$ cat config.mk
export PLATFORM = sky130hd
export DESIGN_NAME = addr_sequencer
export DESIGN_NICKNAME = d
export VERILOG_FILES = /design/src/rtl/addr_sequencer.sv
export SDC_FILE = /design/constraint.sdc
export NUM_CORES = 1
export LEC_CHECK = 0
export CELL_PAD_IN_SITES_DETAIL_PLACEMENT = 0
export CELL_PAD_IN_SITES_GLOBAL_PLACEMENT = 2
export CORE_ASPECT_RATIO = 0.9
export CORE_MARGIN = 1
export CORE_UTILIZATION = 38
export CTS_CLUSTER_SIZE = 16
export DETAILED_ROUTE_END_ITERATION = 10
export DONT_BUFFER_PORTS = 1
export HOLD_SLACK_MARGIN = 0.06
export PLACE_DENSITY_LB_ADDON = 0.1
export SYNTH_ARGS = -nofsm -noshare
export SYNTH_HDL_FRONTEND = slang
export SYNTH_SLANG_ARGS = --single-unit
$ cat constraint.sdc
create_clock -name clk -period 3.8 [get_ports clk]
set_clock_uncertainty 0.05 [all_clocks]
set_input_delay 0.76 -clock clk [delete_from_list [all_inputs] [get_ports clk]]
set_output_delay 0.76 -clock clk [all_outputs]
set_load 0.02 [all_outputs]
$ cat src/rtl/addr_sequencer.sv
// addr_sequencer: emits a decimated sequence of addresses from start_addr to
// stop_addr (inclusive, wrapping modulo 2^ADDR_SIZE), one-shot or looping.
// Ports:
//   clk, rst          - rising-edge clock, asynchronous active-high reset
//   en                - rising edge starts a sequence, falling edge aborts it
//   loop              - 1 = restart at start_addr after stop_addr, 0 = one-shot
//   decimate          - idle cycles between emitted addresses
//   start_addr        - first address emitted
//   stop_addr         - last address emitted
//   addr, addr_valid  - emitted address and its one-cycle strobe
//   wrap              - one-cycle pulse with the final strobe of a looping pass
//   finish            - level, high once a one-shot sequence has completed
//   busy              - level, high while the sequencer is running
module addr_sequencer #(
    parameter int unsigned ADDR_SIZE = 8,
    parameter int unsigned DEC_WIDTH = 32
) (
    input  logic                 clk,
    input  logic                 rst,
    input  logic                 en,
    input  logic                 loop,
    input  logic [DEC_WIDTH-1:0] decimate,
    input  logic [ADDR_SIZE-1:0] start_addr,
    input  logic [ADDR_SIZE-1:0] stop_addr,
    output logic [ADDR_SIZE-1:0] addr,
    output logic                 addr_valid,
    output logic                 wrap,
    output logic                 finish,
    output logic                 busy
);

    typedef enum logic [1:0] {
        IDLE = 2'd0,
        RUN  = 2'd1,
        DONE = 2'd2
    } state_t;

    state_t                 state_q, state_d;
    logic                   en_r_q, en_r_d;
    logic                   loop_l_q, loop_l_d;
    logic [DEC_WIDTH-1:0]   dec_l_q, dec_l_d;
    logic [ADDR_SIZE-1:0]   start_l_q, start_l_d;
    logic [ADDR_SIZE-1:0]   stop_l_q, stop_l_d;
    logic [ADDR_SIZE-1:0]   counter_q, counter_d;
    logic [DEC_WIDTH-1:0]   dec_cnt_q, dec_cnt_d;
    // Emit decision stage; the output registers follow one cycle later.
    logic                   emit_p_q, emit_p_d;
    logic [ADDR_SIZE-1:0]   addr_p_q, addr_p_d;
    logic                   wrap_p_q, wrap_p_d;
    logic [ADDR_SIZE-1:0]   addr_q, addr_d;
    logic                   addr_valid_q, addr_valid_d;
    logic                   wrap_q, wrap_d;
    logic                   finish_q, finish_d;
    logic                   busy_q, busy_d;

    logic rise_c;
    logic fall_c;

    assign rise_c = en & ~en_r_q;
    assign fall_c = ~en & en_r_q;

    // State and datapath registers.
    always_ff @(posedge clk or posedge rst) begin
        if (rst) begin
            state_q      <= IDLE;
            en_r_q       <= 1'b0;
            loop_l_q     <= 1'b0;
            dec_l_q      <= '0;
            start_l_q    <= '0;
            stop_l_q     <= '0;
            counter_q    <= '0;
            dec_cnt_q    <= '0;
            emit_p_q     <= 1'b0;
            addr_p_q     <= '0;
            wrap_p_q     <= 1'b0;
            addr_q       <= '0;
            addr_valid_q <= 1'b0;
            wrap_q       <= 1'b0;
            finish_q     <= 1'b0;
            busy_q       <= 1'b0;
        end else begin
            state_q      <= state_d;
            en_r_q       <= en_r_d;
            loop_l_q     <= loop_l_d;
            dec_l_q      <= dec_l_d;
            start_l_q    <= start_l_d;
            stop_l_q     <= stop_l_d;
            counter_q    <= counter_d;
            dec_cnt_q    <= dec_cnt_d;
            emit_p_q     <= emit_p_d;
            addr_p_q     <= addr_p_d;
            wrap_p_q     <= wrap_p_d;
            addr_q       <= addr_d;
            addr_valid_q <= addr_valid_d;
            wrap_q       <= wrap_d;
            finish_q     <= finish_d;
            busy_q       <= busy_d;
        end
    end

    // Next-state and output logic.
    always_comb begin
        state_d      = state_q;
        en_r_d       = en;
        loop_l_d     = loop_l_q;
        dec_l_d      = dec_l_q;
        start_l_d    = start_l_q;
        stop_l_d     = stop_l_q;
        counter_d    = counter_q;
        dec_cnt_d    = dec_cnt_q;
        emit_p_d     = 1'b0;
        addr_p_d     = addr_p_q;
        wrap_p_d     = 1'b0;
        addr_d       = emit_p_q ? addr_p_q : addr_q;
        addr_valid_d = emit_p_q;
        wrap_d       = wrap_p_q;
        // finish rises once the final strobe has left the output stage.
        finish_d     = finish_q | ((state_q == DONE) & ~emit_p_q);

        if (fall_c) begin
            // Abort wins over any emit decided or pending this cycle.
            state_d      = IDLE;
            counter_d    = '0;
            dec_cnt_d    = '0;
            addr_d       = '0;
            addr_valid_d = 1'b0;
            wrap_d       = 1'b0;
            finish_d     = 1'b0;
        end else begin
            unique case (state_q)
                IDLE: begin
                    if (rise_c) begin
                        loop_l_d  = loop;
                        dec_l_d   = decimate;
                        start_l_d = start_addr;
                        stop_l_d  = stop_addr;
                        counter_d = start_addr;
                        dec_cnt_d = '0;
                        state_d   = RUN;
                    end
                end
                RUN: begin
                    // Equality test, so D = all-ones never overflows dec_cnt.
                    if (dec_cnt_q == dec_l_q) begin
                        dec_cnt_d = '0;
                        emit_p_d  = 1'b1;
                        addr_p_d  = counter_q;
                        if (counter_q == stop_l_q) begin
                            if (loop_l_q) begin
                                counter_d = start_l_q;
                                wrap_p_d  = 1'b1;
                            end else begin
                                state_d = DONE;
                            end
                        end else begin
                            counter_d = counter_q + ADDR_SIZE'(1);
                        end
                    end else begin
                        dec_cnt_d = dec_cnt_q + DEC_WIDTH'(1);
                    end
                end
                DONE: begin
                end
                default: begin
                    state_d = IDLE;
                end
            endcase
        end

        busy_d = (state_d == RUN);
    end

    assign addr       = addr_q;
    assign addr_valid = addr_valid_q;
    assign wrap       = wrap_q;
    assign finish     = finish_q;
    assign busy       = busy_q;

endmodule

==> results of run 1 <==
==> per-stage QoR <==
step / hold slack (ps) / instances / worst slack [ps] / power [mW] / util
CTS: 304 / 679 / 1120 / 3.76 / 0.449
global placement: 442 / 647 / 1010 / 2.09 / 0.406
floorplan: 389 / 464 / 1140 / 1.95 / -
detailed placement: 446 / 647 / 938 / 2.10 / 0.406
finish: 314 / 679 / 1190 / 3.70 / 0.449
global route: 302 / 679 / 1030 / 3.89 / 0.449
==> power breakdown <==
group,switching [mW],internal [mW],total [mW],leakage [nW]
Sequential,0.173,1.38,1.55,1.47
Combinational,0.230,0.278,0.507,0.908
Clock,0.545,1.09,1.64,0.302
==> worst paths after layout <==
check | from | end | slack, ps
worst max-delay path | counter_q[6]$_DFFE_PP0P_ | counter_q[1]$_DFFE_PP0P_ | 1190
worst min-delay path | rst | state_q[0]$_DFF_PP0_ | 310
worst max register to register | counter_q[6]$_DFFE_PP0P_ | counter_q[1]$_DFFE_PP0P_ | 1190
worst min register to register | wrap_p_q$_DFF_PP0_ | wrap$_DFF_PP0_ | 440
max in group asynchronous | rst | addr_p_q[2]$_DFFE_PP0P_ | 2370
min in group clk | en | en_r_q$_DFF_PP0_ | 330
==> layout make-up <==
class / instances / area, um^2 / share of cell area
inverters: 7 / 30.0 / 0.00477
flip-flops and latches: 114 / 2850 / 0.453
clock buffers: 22 / 484 / 0.0769
multi-input cells: 327 / 2500 / 0.397
clock inverters: 10 / 130 / 0.0207
well taps: 193 / 241 / 0.0384
repair buffers: 6 / 57.6 / 0.00915
==> cells in the final DEF, fill, tap and decap left out, drive strengths merged, types with 2 or more instances in the layout <==
cell / count
a2111oi: 2
a211oi: 2
a21oi: 2
a22o: 8
and3: 4
and4: 3
buf: 6
bufinv: 3
clkbuf: 22
clkinv: 5
clkinvlp: 3
dfrtp: 114
ha: 5
inv: 6
mux2: 59
mux2i: 15
nand2: 26
nand2b: 3
nand3: 14
nand3b: 2
nand4: 11
nor2: 59
nor2b: 6
nor3: 5
nor4: 6
o21ai: 7
or3: 4
xnor2: 51
xor2: 23
==> sequential cells by signal (all words and copies together) (netlist names) <==
| signal | cells |
|---|---|
| dec_cnt_q | 32 |
| dec_l_q | 32 |
| addr | 8 |
| addr_p_q | 8 |
| counter_q | 8 |
| start_l_q | 8 |
| stop_l_q | 8 |
| state_q | 2 |
| addr_valid | 1 |
| busy | 1 |
| emit_p_q | 1 |
| en_r_q | 1 |
| finish | 1 |
| loop_l_q | 1 |
| wrap | 1 |
| wrap_p_q | 1 |
==> per-layer routing <==
layer | up-vias | global-route usage | part of all wire
li1 | 1617 | - | -
met1 | 1588 | 0.261 | 0.55
met2 | 58 | 0.216 | 0.40
met3 | 12 | 0.0549 | 0.042
met4 | 0 | 0.0659 | 0.012
met5 | - | 0 | 0
==> worst max-delay path: cells and delay by family (launching register included) <==
family / cells / cell delay, ps
xor+xnor: 1 / 190
simple gates: 3 / 1070
mux: 1 / 330
flops: 1 / 460
compound gates: 1 / 380
==> cells by family (layout without fill, tap and decap cells) <==
family          Yosys count  in the layout  share of synthesized area
compound gates           25             25                     0.0333
xor+xnor                 74             74                      0.119
simple gates            149            149                      0.143
mux                      74             74                      0.151
buf+inv                  23             45                     0.0179
fa+ha+maj                 5              5                     0.0115
flops                   114            114                      0.524
==> results.toml, run 1 <==
[synth]
synth_edf_count = 0
post-synth-top-area-cell = "dfrtp_1"
synth_warnings = 0
synth.area.top_cells = "dfrtp_1 (52%), mux2_2 (12%), xnor2_1 (8.2%), nor2_1 (4.0%), xor2_1 (3.7%)"
synth-seq-cells = 114
yosys-top-cells-count = "dfrtp_1 (114), nor2_1 (58), mux2_2 (57)"
synth-main-ff-cell = "dfrtp_1"
synth_top_cell_area_share = 0.524
ys_seq_area_frac = 0.524
synth_cells = 464
syn_nets = 521
netlist-cell-type-count = 42
netlist_area_um2 = 5440
synthArstFlopShare = 1.00
syn_area_per_cell_um2 = 11.7
yosysMostFrequentCell = "dfrtp_1"

[cts]
htree_levels = 4
clock_latency_ps = 410
cts_resized = 0
max-clock-path-buffers = 2
cts_sinks = 114
numCtsBuffers = 17
cts_setup_buffers = 0
cts_root_buffer = "clkbuf_16"
clk_pin_slew_worst_paths_ps = 50
cts_hold_buf = 0
cts_tree = "yes"

[grt]
antenna_found_initial = 0
overflow = 0
grt_pass1_wl_mm = 18.5
track_usage = 0.170
grt_max_degree = 69
grt_pass1_vias = 3374

[die]
rows = 41
dieArea_um2 = 14800
dieWidth_um = 128
die_h_um = 116
core-area_um2 = 14000
initial_core_util = 0.389
io-pin-count = 64

[routing]
wl_mm = 11.4
wl_per_cell_um = 16.7
firstDrtPassIters = 4
remaining_drc_errors = 0
ant_nets = 0
vias = 3275
viasPerCell = 4.82
drt_iter0_markers = 231

[power]
total_leakage_power_nw = 2.68
power.density_nw_per_um2 = 588
max-vdd-ir-drop_mv = 0.331

[critical_path]
setup.worst_path.class = "flip-flop to flip-flop"
start_kind = "flip-flop"
path_max_fanout = 10
crit_path_max_incr_delay_ps = 520
cp_slowest_cell = "nor4_1"
cp.arrival_ps = 2850
cp.required_ps = 4050
rr_worst_depth = 6
crit_chain = "xor2_1 -> nor4_1 -> nand2_2 -> nor2_1 -> a211o_1 -> mux2_4"
critPathCaptureType = "flip-flop"

[placed_design]
placed_area_um2 = 5680
place.gp.congestion = 0.746
io_buffer_count = 0
post-dp-hpwl_mm = 8.15

[sta]
slew_headroom = 0.456
rsz0062_at_grt = "no"
setup-tns-final_ps = 0
setup_viol = 0
fmax_mhz = 383
finalMaxSlewViolations = 0
fin_crit_ps = 2610
period_share = 0.686
hold_viol_final = 0
worst_pin_slew_ps = 815

[finish]
syn2layout_area_growth_pct = 15.6
diodes = 0
nets = 530
final_area_um2 = 6290
drive_gt1_frac = 0.224
fill_cells = 1332

[outcome]
status = "complete, no violations"

[min_path]
min_path_type = "input pin to asynchronous set/reset pin"

[job]
max_cap_viol_count = 0
(Power assumes the default switching activity.)
==> run 2: changes to the inputs <==
--- a/config.mk
+++ b/config.mk
@@ -9,7 +9,7 @@
 export CELL_PAD_IN_SITES_GLOBAL_PLACEMENT = 2
 export CORE_ASPECT_RATIO = 0.9
 export CORE_MARGIN = 1
-export CORE_UTILIZATION = 38
+export CORE_UTILIZATION = 42
 export CTS_CLUSTER_SIZE = 16
 export DETAILED_ROUTE_END_ITERATION = 10
 export DONT_BUFFER_PORTS = 1
==> constraint.sdc (replaced) <==
create_clock -name clk -period 2.5 [get_ports clk]
set_clock_uncertainty 0.05 [all_clocks]
set_input_delay 0.5 -clock clk [delete_from_list [all_inputs] [get_ports clk]]
set_output_delay 0.5 -clock clk [all_outputs]
set_load 0.02 [all_outputs]
==> results.toml, run 2 (synthesis results as in run 1) <==
[routing]
wirelength_met1_mm = 6.24
viasPerCell = 5.06
route.met3.wl_um = 530
drt_iter0_markers = 222
remaining_drc_errors = 0
firstDrtPassIters = 4
wl_per_cell_um = 17.5
wl_mm = 11.8
routed.top_layer = "met4"
wl_met2_mm = 4.83
vias = 3398
ant_nets = 0

[min_path]
worst_hold_startpoint = "decimate[25]"
min_path_type = "input pin to flip-flop"

[power]
total_leakage_power_nw = 2.80
seqPwrFrac = 0.407
power.density_nw_per_um2 = 882
p_int_mw = 4.23
max-vdd-ir-drop_mv = 0.584
clkPwrFrac = 0.429
p_sw_mw = 1.45
p_comb_frac = 0.164
p_total_mw = 5.68
switching_share = 0.255

[finish]
layout_common_cells = "dfrtp_1 (114), nor2_1 (58), mux2_2 (57), xnor2_1 (51), buf_4 (26)"
largestRegisters = "dec_cnt_q x32, dec_l_q x32"
fill_cells = 1151
final_area_um2 = 6440
nets = 554
regArea_um2 = 2850
multiInputGateArea_um2 = 2500
final_common_cell = "dfrtp_1"
drive_gt1_frac = 0.254
syn2layout_area_growth_pct = 18.3
diodes = 0

[job]
max_cap_viol_count = 0

[sta]
holdWs_ps = 179
setup-tns-final_ps = 0
fmax_mhz = 418
fin_crit_ps = 2390
period_share = 0.956
setup_viol = 0
worst_pin_slew_ps = 728
hold_viol_final = 0
slew_headroom = 0.514
finalMaxSlewViolations = 0

[cts]
clk_pin_slew_worst_paths_ps = 50
htree_levels = 4
cts_setup_buffers = 0
clock_latency_ps = 420
cts_sinks = 114
numCtsBuffers = 17
cts_root_buffer = "clkbuf_16"
cts_tree = "yes"
max-clock-path-buffers = 2

[critical_path]
cp_slowest_cell = "a211o_2"
setup.worst_path.class = "flip-flop to flip-flop"
critPathBufInv = 1
r2r_start = "dec_cnt_q[25]$_DFFE_PP0P_"
r2r_slack_ps = 110
crit_path_max_incr_delay_ps = 430
path_max_fanout = 8
crit_family = "simple AND/OR/NAND/NOR gates"
rr_worst_depth = 7
start_kind = "flip-flop"
critPathLaunch = "dec_cnt_q[25]$_DFFE_PP0P_"
cp.arrival_ps = 2640
cp.required_ps = 2750
cp.depth = 7
critPathCaptureType = "flip-flop"
crit_end = "counter_q[1]$_DFFE_PP0P_"
crit_chain = "xnor2_1 -> nand4_1 -> nor4_2 -> buf_4 -> a21boi_2 -> a211o_2 -> mux2_4"
reg2reg_to = "counter_q[1]$_DFFE_PP0P_"

[die]
initial_core_util = 0.429
io-pin-count = 64
die_h_um = 110
dieWidth_um = 122
dieArea_um2 = 13400
core-area_um2 = 12700
rows = 39

[outcome]
status = "complete, no violations"

[placed_design]
place.gp.congestion = 0.774
placed_area_um2 = 5820
io_buffer_count = 0
post-dp-hpwl_mm = 8.27

[grt]
grt_pass1_vias = 3565
overflow = 0
grt_max_degree = 46
antenna_found_initial = 0
track_usage = 0.198
grt_pass1_wl_mm = 19.3
run 2: changes by cell type in the layout (fill, tap and decap cells not counted), sizes merged:
cell / previous run / this run
clkbuf: 22 / 26
buf: 6 / 28
clkinv: 5 / 2
clkinvlp: 3 / 1
bufinv: 3 / 2
dlygate4sd3: 0 / 2
run 2: worst min path at each step:
stage | to | slack (ps) | cells past startpoint
2_1_floorplan | wrap$_DFF_PP0_ | 390 | 1
3_3_place_gp | wrap$_DFF_PP0_ | 430 | 1
3_5_place_dp | wrap$_DFF_PP0_ | 420 | 1
4_1_cts | dec_l_q[2]$_DFFE_PP0P_ | 160 | 1
5_1_grt | dec_l_q[2]$_DFFE_PP0P_ | 160 | 1
6_report | dec_l_q[25]$_DFFE_PP0P_ | 180 | 1
run 2: final cells by class:
class / instances / share of cell area
Sequential cell: 114 / 0.443
Multi-Input combinational cell: 327 / 0.388
Clock buffer: 26 / 0.0822
Timing Repair Buffer: 30 / 0.0396
Tap cell: 164 / 0.0319
Clock inverter: 4 / 0.0109
Inverter: 7 / 0.00466
run 2: through the flow:
stage | setup slack, ps | utilization | cells
2_1_floorplan | 95.5 | - | 464
3_3_place_gp | 48.0 | 0.459 | 640
3_5_place_dp | 45.7 | 0.459 | 640
4_1_cts | 97.0 | 0.508 | 672
5_1_grt | -2.07 | 0.508 | 672
6_report | 110 | 0.508 | 672
run 2: worst register-to-register path, stage by stage, from the launching register on:
cell      delay (ps)
dfrtp_1          410
xnor2_1          270
nand4_1          190
nor4_2           360
buf_4            190
a21boi_2          50
a211o_2          430
mux2_4           320
run 2: power groups by stage:
stage	Sequential [mW]	Combinational (mW)	Clock, mW
finish	2.31	0.932	2.44
global route	2.35	1.04	2.60
CTS	2.31	0.949	2.50
detailed placement	2.34	0.936	0
global placement	2.34	0.925	0
floorplan	2.28	0.674	0
run 2: layer usage:
metal / track usage / up-vias
li1: - / 1663
met1: 0.290 / 1658
met2: 0.260 / 66
met3: 0.0669 / 11
met4: 0.0847 / 0
met5: 0 / -
run 2: what timing repair did:
| action | in CTS | in global routing |
|---|---|---|
| gates resized for setup | 0 | 1 |
| hold buffers | 2 | 0 |
| endpoints found under the hold margin | 29 | 0 |
| setup endpoints to repair | 0 | 5 |
